## src/rtl/imem_loader.sv

```systemverilog
// Byte-stream program loader: assembles little-endian words from a length-prefixed,
// XOR-checksummed frame, writes them into instruction memory and gates the core reset.
module imem_loader #(
  parameter int DEPTH  = 256,
  parameter int ADDR_W = $clog2(DEPTH)
) (
  input  logic              i_clk,
  input  logic              i_rst,
  input  logic              i_load_start,
  input  logic              i_byte_valid,
  input  logic [7:0]        i_byte_data,
  output logic              o_byte_ready,
  output logic              o_imem_we,
  output logic [ADDR_W-1:0] o_imem_addr,
  output logic [31:0]       o_imem_wdata,
  output logic              o_core_rst,
  output logic              o_load_done,
  output logic              o_load_err
);

  typedef enum logic [2:0] {
    S_IDLE,
    S_LEN0,
    S_LEN1,
    S_DATA,
    S_CSUM,
    S_DONE,
    S_ERR
  } state_t;

  state_t              r_state;
  state_t              w_next;

  logic [15:0]         r_len;
  logic [1:0]          r_byte_idx;
  logic [ADDR_W-1:0]   r_word_idx;
  logic [31:0]         r_asm;
  logic [7:0]          r_xor;
  logic                r_we;
  logic [ADDR_W-1:0]   r_addr;
  logic [31:0]         r_wdata;
  logic                r_core_rst;
  logic                r_load_done;
  logic                r_load_err;

  logic                w_accept;
  logic                w_start;
  logic                w_word_end;
  logic                w_last_word;
  logic [15:0]         w_len_full;
  logic [31:0]         w_word;

  assign o_byte_ready = (r_state == S_LEN0) || (r_state == S_LEN1) ||
                        (r_state == S_DATA) || (r_state == S_CSUM);
  assign w_accept     = o_byte_ready && i_byte_valid;
  assign w_start      = i_load_start &&
                        ((r_state == S_IDLE) || (r_state == S_DONE) || (r_state == S_ERR));
  assign w_word_end   = (r_state == S_DATA) && w_accept && (r_byte_idx == 2'd3);
  assign w_last_word  = (16'(r_word_idx) == (r_len - 16'd1));
  assign w_len_full   = {i_byte_data, r_len[7:0]};
  // Bytes enter at the top and shift down, so the first byte ends up in [7:0].
  assign w_word       = {i_byte_data, r_asm[31:8]};

  always_ff @(posedge i_clk) begin
    if (i_rst) begin
      r_state <= S_IDLE;
    end else begin
      r_state <= w_next;
    end
  end

  always_comb begin
    w_next = r_state;
    case (r_state)
      S_IDLE: if (w_start) w_next = S_LEN0;
      S_LEN0: if (w_accept) w_next = S_LEN1;
      S_LEN1: begin
        if (w_accept) begin
          if (w_len_full > 16'(DEPTH)) begin
            w_next = S_ERR;
          end else if (w_len_full == 16'd0) begin
            w_next = S_CSUM;
          end else begin
            w_next = S_DATA;
          end
        end
      end
      S_DATA: if (w_word_end && w_last_word) w_next = S_CSUM;
      S_CSUM: if (w_accept) w_next = (i_byte_data == r_xor) ? S_DONE : S_ERR;
      S_DONE: if (w_start) w_next = S_LEN0;
      S_ERR:  if (w_start) w_next = S_LEN0;
      default: w_next = S_IDLE;
    endcase
  end

  always_ff @(posedge i_clk) begin
    if (i_rst) begin
      r_len      <= '0;
      r_byte_idx <= '0;
      r_word_idx <= '0;
      r_asm      <= '0;
      r_xor      <= '0;
      r_we       <= 1'b0;
      r_addr     <= '0;
      r_wdata    <= '0;
    end else begin
      r_we <= 1'b0;
      if (w_start) begin
        r_len      <= '0;
        r_byte_idx <= '0;
        r_word_idx <= '0;
        r_asm      <= '0;
        r_xor      <= '0;
      end else if (w_accept) begin
        case (r_state)
          S_LEN0: r_len[7:0]  <= i_byte_data;
          S_LEN1: r_len[15:8] <= i_byte_data;
          S_DATA: begin
            r_xor      <= r_xor ^ i_byte_data;
            r_byte_idx <= r_byte_idx + 2'd1;
            r_asm      <= w_word;
            if (r_byte_idx == 2'd3) begin
              r_we       <= 1'b1;
              r_addr     <= r_word_idx;
              r_wdata    <= w_word;
              r_word_idx <= w_last_word ? '0 : r_word_idx + ADDR_W'(1);
            end
          end
          default: ;
        endcase
      end
    end
  end

  // Status flags are registered from the next state so they change together with it.
  always_ff @(posedge i_clk) begin
    if (i_rst) begin
      r_core_rst  <= 1'b1;
      r_load_done <= 1'b0;
      r_load_err  <= 1'b0;
    end else begin
      r_core_rst  <= (w_next != S_DONE);
      r_load_done <= (w_next == S_DONE);
      r_load_err  <= (w_next == S_ERR);
    end
  end

  assign o_imem_we    = r_we;
  assign o_imem_addr  = r_addr;
  assign o_imem_wdata = r_wdata;
  assign o_core_rst   = r_core_rst;
  assign o_load_done  = r_load_done;
  assign o_load_err   = r_load_err;

endmodule
```

## config.mk

```make
export PLATFORM = sky130hd
export DESIGN_NAME = imem_loader
export DESIGN_NICKNAME = d
export VERILOG_FILES = /design/src/rtl/imem_loader.sv
export SDC_FILE = /design/constraint.sdc
export NUM_CORES = 1
export LEC_CHECK = 0
export CORE_MARGIN = 2
export CORE_UTILIZATION = 49
export DETAILED_ROUTE_END_ITERATION = 6
export PLACE_DENSITY = 0.86
export SLEW_MARGIN = 10
export SYNTH_ARGS = -nofsm -noshare
export SYNTH_HDL_FRONTEND = slang
export SYNTH_SLANG_ARGS = --single-unit
export TNS_END_PERCENT = 50
```

## constraint.sdc

```tcl
create_clock -name i_clk -period 2.2 [get_ports i_clk]
set_input_delay 0.44 -clock i_clk [delete_from_list [all_inputs] [get_ports i_clk]]
set_output_delay 0.44 -clock i_clk [all_outputs]
set_load 0.01 [all_outputs]
```

==> impl_metrics.toml <==
[synthesis]
synth-compound-area-share = 0.153
yosys.area_share.adder = 0.0110
synth_top_family_by_area = "simple AND/OR/NAND/NOR gates"
ys.flop_type = "dfxtp_1"
syn_nets = 560
ys_async_sr_fraction = 0
avgSynthCellArea_um2 = 7.96
netlist_instances = 545
synth_edf_count = 0
ys_ff_latch = 105
yosys.area_share.xor_xnor = 0.0686
synth_mux_area_frac = 0.00346
netlist_area_mm2 = 0.00434
yosysWarnings = 0
post_synth_num_cell_types = 52
synth_seq_area_share = 0.484
yosys.area_share.simple = 0.243

[job]
cap_violations = 0

[place]
dp_cells = 722
io_buffer_count = 56
place_ws_ns = -0.412
dpl_cell_area_mm2 = 0.00526
gp_congestion = 0.988
dp.final_hpwl_um = 8090

[power]
internal_power_w = 0.00255
power.density_mw_per_mm2 = 639
swShare = 0.284
power_frac_seq = 0.544
netSwitchingPower_w = 0.00101
finalPower_w = 0.00356
p_leak_nw = 1.90
p_clk_frac = 0.346
power_frac_comb = 0.110
peakVddDrop_uv = 528

[min_path]
hp-class = "reg2reg"
worstHoldStart = "o_imem_wdata[30]"
holdPathStages = 2
hold_path_end = "o_imem_wdata[30]"

[detailed_routing]
vias_per_cell = 5.47
vias = 4030
drt-total-wl_um = 11700
dr.pass1.iters = 5
postRouteAntennaNets = 0
wl_per_cell_um = 15.9
drc = 0
drtIter0Drc = 234

[cts]
ctsHoldBuffers = 0
htree_levels = 3
root_buffer = "clkbuf_8"
cts_setup_buffers = 0
clock_latency_ns = 0.40
numCtsBuffers = 9
clockBufferDepth = 2
clkSinkCount = 105
clk_pin_slew_ns = 0.11
cts_tree = "yes"

[timing]
finalSetupViolations = 4
period_share = 1.02
fmax_ghz = 0.448
finalMaxSlewViolations = 0
fin_worst_skew_ns = 0.0218
finalHoldViolCount = 0
worst_slack_ns = -0.0333
maxSlewHeadroom = 0.650
tightest_slew_ns = 0.520
min_period_ns = 2.23
rsz0062_at_grt = "yes"

[cells_and_area]
drive_above_1_share = 0.140
final_common_cell = "nand2_1"
design_area_mm2 = 0.00558
fin_util = 0.646
area.growth.synth_to_final_pct = 28.5
final_cells = 737
mostFrequentLayoutCells = "170 x nand2_1, 102 x dfxtp_1, 87 x a21oi_1"
diodes = 0
nets = 639

[global_routing]
antenna_found_initial = 0
grt_util_all_layers = 0.240
grt-ovfl-total = 0
grt_pass1_vias = 3919
grt_pass1_wl_um = 18400
grt_max_degree = 43

[setup_path]
reg2reg_from = "r_len[3]"
worstPathMaxFanout = 3
reg2reg_depth = 6
rrSetupSlack_ns = -0.03
r2r_end = "r_word_idx[1]"
worstPathRequired_ns = 2.54
endpoint_kind = "flop"
worstPathCellList = "or4_4 > or3_4 > mux2_4 > o2111ai_4 > or2_4 > o221a_2"
criticalPathCategory = "reg2reg"
critPathMaxStageDelay_ns = 0.53
arrival_ns = 2.57
crit_path_start_kind = "flop"
cp_slowest_cell = "or4_4"

[die]
die_x_um = 98.1
fp.dieH_um = 98.1
std_cell_rows = 34
io-pin-count = 57
dieArea_mm2 = 0.00963
initial_core_util = 0.503
core_area_mm2 = 0.00864

[outcome]
status = "finished, violations left"
violations = "setup timing"
[cell families after synthesis]
logic type | Yosys count
AOI/OAI and AO/OA | 114
and+or+nand+nor | 246
buffers and inverters | 41
adders and majority gates | 4
muxes | 1
DFF | 105
xor gates and xnor gates | 34
[layer usage]
metal | routed length, µm | global-route usage
met1 | 4690 | 0.282
met2 | 6040 | 0.430
met3 | 653 | 0.0336
met4 | 338 | 0.111
met5 | 0 | 0
[power groups by stage]
stage	logic, W	clock network (W)	registers (W)
global placement	0.000347	0	0.00198
CTS	0.000360	0.00125	0.00193
floorplan	0.000216	0	0.00197
global route	0.000420	0.00132	0.00194
detailed placement	0.000356	0	0.00198
finish	0.000391	0.00123	0.00194
[how the worst max path moves through the flow]
stage,to,from,slack [ns]
6_report,r_word_idx[1],r_len[3],-0.03
4_1_cts,r_state[2],r_len[3],-0.06
5_1_grt,r_state[0],r_len[3],-0.09
3_3_place_gp,o_load_err,i_byte_valid,-0.22
3_5_place_dp,r_state[2],i_byte_valid,-0.41
2_1_floorplan,r_word_idx[1],r_len[3],0.08
[worst max-delay path: cells and delay by family, from the launching register on]
kind,cells,cell delay [ns]
AOI/OAI and AO/OA,2,0.42
muxes,1,0.33
and+or+nand+nor,3,1.11
DFF,1,0.33
[Yosys cell counts (2+ instances only)]
master | instances | area share
a2111oi_0 | 2 | 0.0040
nand2b_1 | 8 | 0.012
nand3b_1 | 2 | 0.0035
clkbuf_1 | 29 | 0.025
ha_1 | 3 | 0.0086
inv_1 | 7 | 0.0061
nor4_1 | 3 | 0.0043
o21ai_0 | 3 | 0.0035
a21o_1 | 2 | 0.0035
nor3_1 | 3 | 0.0035
dfxtp_1 | 105 | 0.48
buf_1 | 3 | 0.0026
o21bai_1 | 2 | 0.0035
a21oi_1 | 88 | 0.10
xnor2_1 | 16 | 0.032
and2_1 | 2 | 0.0029
or3_1 | 3 | 0.0043
or4_1 | 3 | 0.0052
nand4_1 | 7 | 0.010
xor2_1 | 18 | 0.036
nand3_1 | 5 | 0.0058
nand2_1 | 170 | 0.15
o221a_2 | 2 | 0.0052
nor2_1 | 29 | 0.025
nor2b_1 | 3 | 0.0043
[metrics by stage]
| stage | hold WS (ns) | setup TNS, ns |
|---|---|---|
| floorplan | 0.432 | 0 |
| global placement | 0.442 | -2.65 |
| detailed placement | 0.448 | -5.00 |
| CTS | 0.463 | -0.315 |
| global route | 0.481 | -0.566 |
| finish | 0.462 | -0.0620 |
[layout make-up]
class	count	area (µm²)
Fill cell	701	3060
Clock buffer	9	124
Clock inverter	7	91.3
Sequential cell	105	2110
Tap cell	108	135
Multi-Input combinational cell	399	2190
Timing Repair Buffer	102	908
Inverter	7	26.3
[flip-flops by register name, indices dropped and copies added (netlist names)]
| register | flops |
|---|---|
| r_xor | 8 |
| r_asm | 24 |
| r_byte_idx | 2 |
| o_load_done | 1 |
| r_len | 16 |
| o_imem_we | 1 |
| o_imem_addr | 8 |
| o_load_err | 1 |
| o_core_rst | 1 |
| r_state | 3 |
| r_word_idx | 8 |
| o_imem_wdata | 32 |
[what timing repair did]
item / CTS / global route
gates resized for setup: 5 / 22
endpoints found under the setup margin: 13 / 14
pin swaps: 3 / 7
gates cloned: 0 / 0
Note: power is estimated with default switching activity, not from simulation.
